**config.mk**
```make
export PLATFORM = sky130hd
export DESIGN_NAME = l1_tag_update_ctrl
export DESIGN_NICKNAME = d
export VERILOG_FILES = /design/src/rtl/l1_tag_update_ctrl.sv
export SDC_FILE = /design/constraint.sdc
export NUM_CORES = 1
export LEC_CHECK = 0
export CORE_MARGIN = 2
export CORE_UTILIZATION = 60
export DETAILED_ROUTE_END_ITERATION = 10
export PLACE_DENSITY = 0.84
export SKIP_CTS_REPAIR_TIMING = 1
export SYNTH_ARGS = -nofsm -noshare
export SYNTH_HDL_FRONTEND = slang
export SYNTH_SLANG_ARGS = --single-unit
```
**constraint.sdc**
```tcl
create_clock -name clk -period 3.8 [get_ports clk]
set_input_delay 1.14 -clock clk [delete_from_list [all_inputs] [get_ports clk]]
set_output_delay 1.14 -clock clk [all_outputs]
set_load 0.005 [all_outputs]
```
**src/rtl/l1_tag_update_ctrl.sv**
```systemverilog
// L1 tag-array update sequencer. Buffers L2 fill / invalidate / flush-all
// responses in a small FIFO and issues at most one registered tag/valid write
// per cycle. A flush-all is expanded into a back-to-back sweep that clears
// every way of every set, followed by a one-cycle completion pulse.
module l1_tag_update_ctrl #(
   parameter int SET_INDEX_WIDTH = 5,
   parameter int TAG_WIDTH       = 21,
   parameter int FIFO_DEPTH      = 4
) (
   input  logic                       clk,
   input  logic                       reset,
   input  logic                       resp_valid,
   output logic                       resp_ready,
   input  logic [1:0]                 resp_op,
   input  logic [1:0]                 resp_way,
   input  logic [25:0]                resp_addr,
   output logic                       update_o,
   output logic                       invalidate_one_way_o,
   output logic                       invalidate_all_ways_o,
   output logic [1:0]                 update_way_o,
   output logic [TAG_WIDTH-1:0]       update_tag_o,
   output logic [SET_INDEX_WIDTH-1:0] update_set_o,
   output logic                       flush_busy_o,
   output logic                       flush_done_o
);

   localparam int NUM_SETS = 2 ** SET_INDEX_WIDTH;
   localparam int PTR_W    = $clog2(FIFO_DEPTH);
   localparam int CNT_W    = PTR_W + 1;

   localparam logic [1:0] OP_FILL  = 2'd0;
   localparam logic [1:0] OP_INV   = 2'd1;
   localparam logic [1:0] OP_FLUSH = 2'd2;

   // DONE is a dedicated cycle so the completion pulse never shares a cycle
   // with the first write popped after the sweep.
   typedef enum logic [1:0] {
      ST_IDLE  = 2'd0,
      ST_SWEEP = 2'd1,
      ST_DONE  = 2'd2
   } state_t;

   state_t state, state_d;

   // Response buffer
   logic [1:0]  op_mem   [FIFO_DEPTH];
   logic [1:0]  way_mem  [FIFO_DEPTH];
   logic [25:0] addr_mem [FIFO_DEPTH];
   logic [PTR_W-1:0] wr_ptr, rd_ptr;
   logic [CNT_W-1:0] count;
   logic fifo_full, fifo_empty, push, pop;

   logic [1:0]  head_op, head_way;
   logic [25:0] head_addr;

   logic [SET_INDEX_WIDTH-1:0] sweep_cnt, sweep_cnt_d;

   logic                       update_d, inv_one_d, inv_all_d, busy_d, done_d;
   logic [1:0]                 way_d;
   logic [TAG_WIDTH-1:0]       tag_d;
   logic [SET_INDEX_WIDTH-1:0] set_d;

   assign fifo_full  = (count == CNT_W'(FIFO_DEPTH));
   assign fifo_empty = (count == '0);
   assign resp_ready = !fifo_full;
   assign push       = resp_valid && !fifo_full;
   // Pops only happen in IDLE; the sweep and its completion cycle stall the queue.
   assign pop        = (state == ST_IDLE) && !fifo_empty;

   assign head_op   = op_mem[rd_ptr];
   assign head_way  = way_mem[rd_ptr];
   assign head_addr = addr_mem[rd_ptr];

   // Buffer storage: written on accept, no reset needed since occupancy guards reads
   always_ff @(posedge clk) begin
      if (push) begin
         op_mem[wr_ptr]   <= resp_op;
         way_mem[wr_ptr]  <= resp_way;
         addr_mem[wr_ptr] <= resp_addr;
      end
   end

   // Buffer pointers and occupancy; push and pop may coincide
   always_ff @(posedge clk) begin
      if (reset) begin
         wr_ptr <= '0;
         rd_ptr <= '0;
         count  <= '0;
      end else begin
         if (push) wr_ptr <= wr_ptr + PTR_W'(1);
         if (pop)  rd_ptr <= rd_ptr + PTR_W'(1);
         case ({push, pop})
            2'b10:   count <= count + CNT_W'(1);
            2'b01:   count <= count - CNT_W'(1);
            default: count <= count;
         endcase
      end
   end

   // Next-state and next-output decode; unchanged fields hold their last value
   always_comb begin
      state_d     = state;
      sweep_cnt_d = sweep_cnt;
      update_d    = 1'b0;
      inv_one_d   = 1'b0;
      inv_all_d   = 1'b0;
      done_d      = 1'b0;
      busy_d      = flush_busy_o;
      way_d       = update_way_o;
      tag_d       = update_tag_o;
      set_d       = update_set_o;
      case (state)
         ST_IDLE: begin
            if (pop) begin
               case (head_op)
                  OP_FILL: begin
                     update_d = 1'b1;
                     way_d    = head_way;
                     tag_d    = head_addr[25:SET_INDEX_WIDTH];
                     set_d    = head_addr[SET_INDEX_WIDTH-1:0];
                  end
                  OP_INV: begin
                     inv_one_d = 1'b1;
                     way_d     = head_way;
                     set_d     = head_addr[SET_INDEX_WIDTH-1:0];
                  end
                  OP_FLUSH: begin
                     state_d     = ST_SWEEP;
                     sweep_cnt_d = '0;
                     busy_d      = 1'b1;
                  end
                  default: begin
                     // reserved op: dropped silently
                  end
               endcase
            end
         end
         ST_SWEEP: begin
            inv_all_d = 1'b1;
            set_d     = sweep_cnt;
            if (sweep_cnt == SET_INDEX_WIDTH'(NUM_SETS - 1)) begin
               state_d     = ST_DONE;
               sweep_cnt_d = '0;
            end else begin
               sweep_cnt_d = sweep_cnt + SET_INDEX_WIDTH'(1);
            end
         end
         ST_DONE: begin
            done_d  = 1'b1;
            busy_d  = 1'b0;
            state_d = ST_IDLE;
         end
         default: begin
            state_d = ST_IDLE;
         end
      endcase
   end

   // State, sweep counter and registered update port
   always_ff @(posedge clk) begin
      if (reset) begin
         state                 <= ST_IDLE;
         sweep_cnt             <= '0;
         update_o              <= 1'b0;
         invalidate_one_way_o  <= 1'b0;
         invalidate_all_ways_o <= 1'b0;
         flush_busy_o          <= 1'b0;
         flush_done_o          <= 1'b0;
         update_way_o          <= '0;
         update_tag_o          <= '0;
         update_set_o          <= '0;
      end else begin
         state                 <= state_d;
         sweep_cnt             <= sweep_cnt_d;
         update_o              <= update_d;
         invalidate_one_way_o  <= inv_one_d;
         invalidate_all_ways_o <= inv_all_d;
         flush_busy_o          <= busy_d;
         flush_done_o          <= done_d;
         update_way_o          <= way_d;
         update_tag_o          <= tag_d;
         update_set_o          <= set_d;
      end
   end

endmodule

```
==> impl_results.md <==
- Iter 0 DRT Violations: 278
- Count leader, synth: edfxtp_1
- DRC Markers: 0
- HP Class: flop to flop
- Fillers: 593
- H-tree level count: 4
- Max Clock Freq: 333 MHz
- Power Dens Cells: 695 mW/mm²
- Port Buffers: 66
- DRT antenna net count: 0
- FF/Latch Area: 0.00459 mm²
- Synth Warn #: 0
- Synth Flop Type: edfxtp_1
- Most used routing layer: met2
- Share of layout cells above drive strength 1: 16.0%
- CTS sink cnt: 169
- Worst Clk Skew: 0.00885 ns
- Wire length after detailed routing: 12,400 µm
- Crit Path Category: flop to primary output
- Initial Utilization: 62.0%
- CP peak stage delay: 0.48 ns
- Die height: 107 µm
- Post-synthesis sequential area ratio: 71.6%
- Final-report setup violation count: 0
- Grt met1 use: 30.0%
- Distinct cells, synth: 39
- Fin Hold WS: 0.458 ns
- Pre-Repair DR Iteration Count: 5
- GR Util All Layers: 23.4%
- Area of the multi-input gates: 0.00166 mm²
- Yosys reg bits: 169
- Detailed-route via count: 3,723
- Critical Path AT: 1.86 ns
- Placed Cells: 584
- Cell family with most CP delay: buffers and inverters
- Met3 usage: 6.30%
- Die area: 0.0115 mm²
- Drt wl/cell: 20.2 µm
- Ports: 67
- Met2 Use GR: 37.6%
- Type of origin of the critical path: flop
- RSZ-0062 raised after global routing: no
- Area growth syn-to-layout: 20.7%
- Initial antenna violation count: 0
- Worst Path Buf+Inv: 1
- Required time worst endpoint: 2.66 ns
- Net count, final: 508
- Area leader, netlist: edfxtp_1
- Leakage: 2.53 nW
- Most frequent cells after synthesis: 120 x edfxtp_1, 49 x dfxtp_1, 32 x a21oi_1, 29 x mux4_2, 26 x o21ai_0
- EDFF count, synth: 120
- Min cycle time layout: 3.00 ns
- Worst path slowest cell: clkdlybuf4s50_1
- Vias in the first global route: 3,829
- GRT overflow: 0
- Synthesized net count: 437
- Vias per inst: 6.04
- Clock Path Buffers: 2
- Core ar.: 0.0103 mm²
- Worst-Skew Late Latency: 0.54 ns
- Cells after Synth: 396
- Syn Std Cell Area: 0.00640 mm²
- Avg Cell Area, Syn: 16.2 µm²
- Largest net degree at the start of global routing: 31
- Post-synth ARST share: 0%
- Period utilization: 79.0%
- Crit path cell chain: or3b_1, clkdlybuf4s50_1
- CTS Buf Count: 17
- Slew Viols, Final: 0
- Status: complete, no violations
- Die X: 107 µm
- TritonCTS clock tree: yes
- Clock transition at path regs: 0.06 ns
- Antenna fix cells: 0
- Crit. End Element: primary output
- Fin. Hold Viols: 0
- MaxCap Viol Count: 0
- Synth area leaders: edfxtp_1 56%, dfxtp_1 15%, mux4_2 10%
- First-pass GRT wire length: 19,500 µm
- Synth top area share: 56.3%
- Max FO, Critical Path: 6
- Peak supply drop: 332 µV
- Gpl congestion: 0.827
- Dpl hpwl: 7220 µm
- CTS root buf: clkbuf_8
- Post-Layout Cell Count: 616
- Worst slew pin tran: 1.00 ns
- Max transition margin: 32.7%
- Row count: 37
- Final setup TNS: 0 ns
-- power breakdown --
part	internal [mW]	switching (mW)	total, mW
clock network	0.867	0.695	1.56
registers	2.26	0.131	2.39
logic	0.648	0.765	1.41
-- worst min-delay path: stages, from the launching register on --
cell and delay (ns):
dfxtp_1 0.31, nand2_1 0.05, a21oi_1 0.05
-- worst paths after layout --
| kind | startpoint | endpoint | slack (ns) | cells past startpoint |
|---|---|---|---|---|
| min reg2reg | update_way_o[1] | update_way_o[1] | 0.46 | 2 |
| max reg2reg | flop | sweep_cnt[3] | 1.18 | 5 |
| min | update_way_o[1] | update_way_o[1] | 0.46 | 2 |
| max | count[2] | resp_ready | 0.80 | 2 |
-- state kept, by name (all words and copies together) (netlist names), named ones only --
register               count
wr_ptr                     2
update_tag_o              21
update_o                   1
flush_busy_o               1
update_way_o               2
invalidate_one_way_o       1
invalidate_all_ways_o      1
state                      2
flush_done_o               1
rd_ptr                     2
addr_mem                 104
sweep_cnt                  5
count                      3
update_set_o               5
op_mem                     8
way_mem                    8
-- cells by family (layout without fill, tap and decap cells) --
family	Yosys count	count (layout)	synth area share (%)
AOI/OAI and AO/OA	68	68	5.98
xor gates and xnor gates	5	5	0.685
adders and majority gates	8	8	1.68
buffers and inverters	34	118	2.39
DFF	169	169	71.6
muxes	33	33	11.1
and+or+nand+nor	79	79	6.51
-- per-stage QoR --
step | util (%) | worst slack, ns | area, µm² | total power [mW]
finish | 74.8 | 0.798 | 7720 | 5.36
global placement | 69.5 | 0.699 | 7180 | 3.75
CTS | 74.8 | 0.777 | 7720 | 5.39
global route | 74.8 | 0.741 | 7720 | 5.60
floorplan | - | 1.22 | 6400 | 3.33
detailed placement | 69.5 | 0.605 | 7180 | 3.82
-- metal layers --
metal | part of all wire, % | up-vias
met2 | 51 | 190
met5 | 0 | -
met3 | 7.4 | 25
li1 | - | 1671
met4 | 1.8 | 0
met1 | 40 | 1837
-- layout by cell type (no fill, tap or decap), drive strengths merged --
cell type / n
and2b: 1
fa: 1
inv: 13
or3: 1
clkinv: 9
bufinv: 1
nand2: 7
and2: 2
mux4: 30
mux2: 1
or4: 1
mux2i: 2
o2bb2ai: 2
ha: 7
a31oi: 1
or3b: 2
and3: 7
buf: 9
a2111oi: 3
edfxtp: 120
dfxtp: 49
nand3: 22
clkdlybuf4s50: 65
nor4: 1
nor3: 13
clkbuf: 17
a21oi: 32
clkinvlp: 4
xor2: 2
nand2b: 1
xnor2: 3
a211oi: 3
nor4b: 1
nor2: 20
o21ai: 27
-- area by class of cell --
cell class	instances	share of cell area [%]
clock buffer	17	5.36
tap	136	2.20
multi-input combinational	193	21.5
timing repair buffer	74	9.27
sequential	169	59.4
inverter	12	0.583
clock inverter	15	1.67
Note: power is estimated with default switching activity, not from simulation.
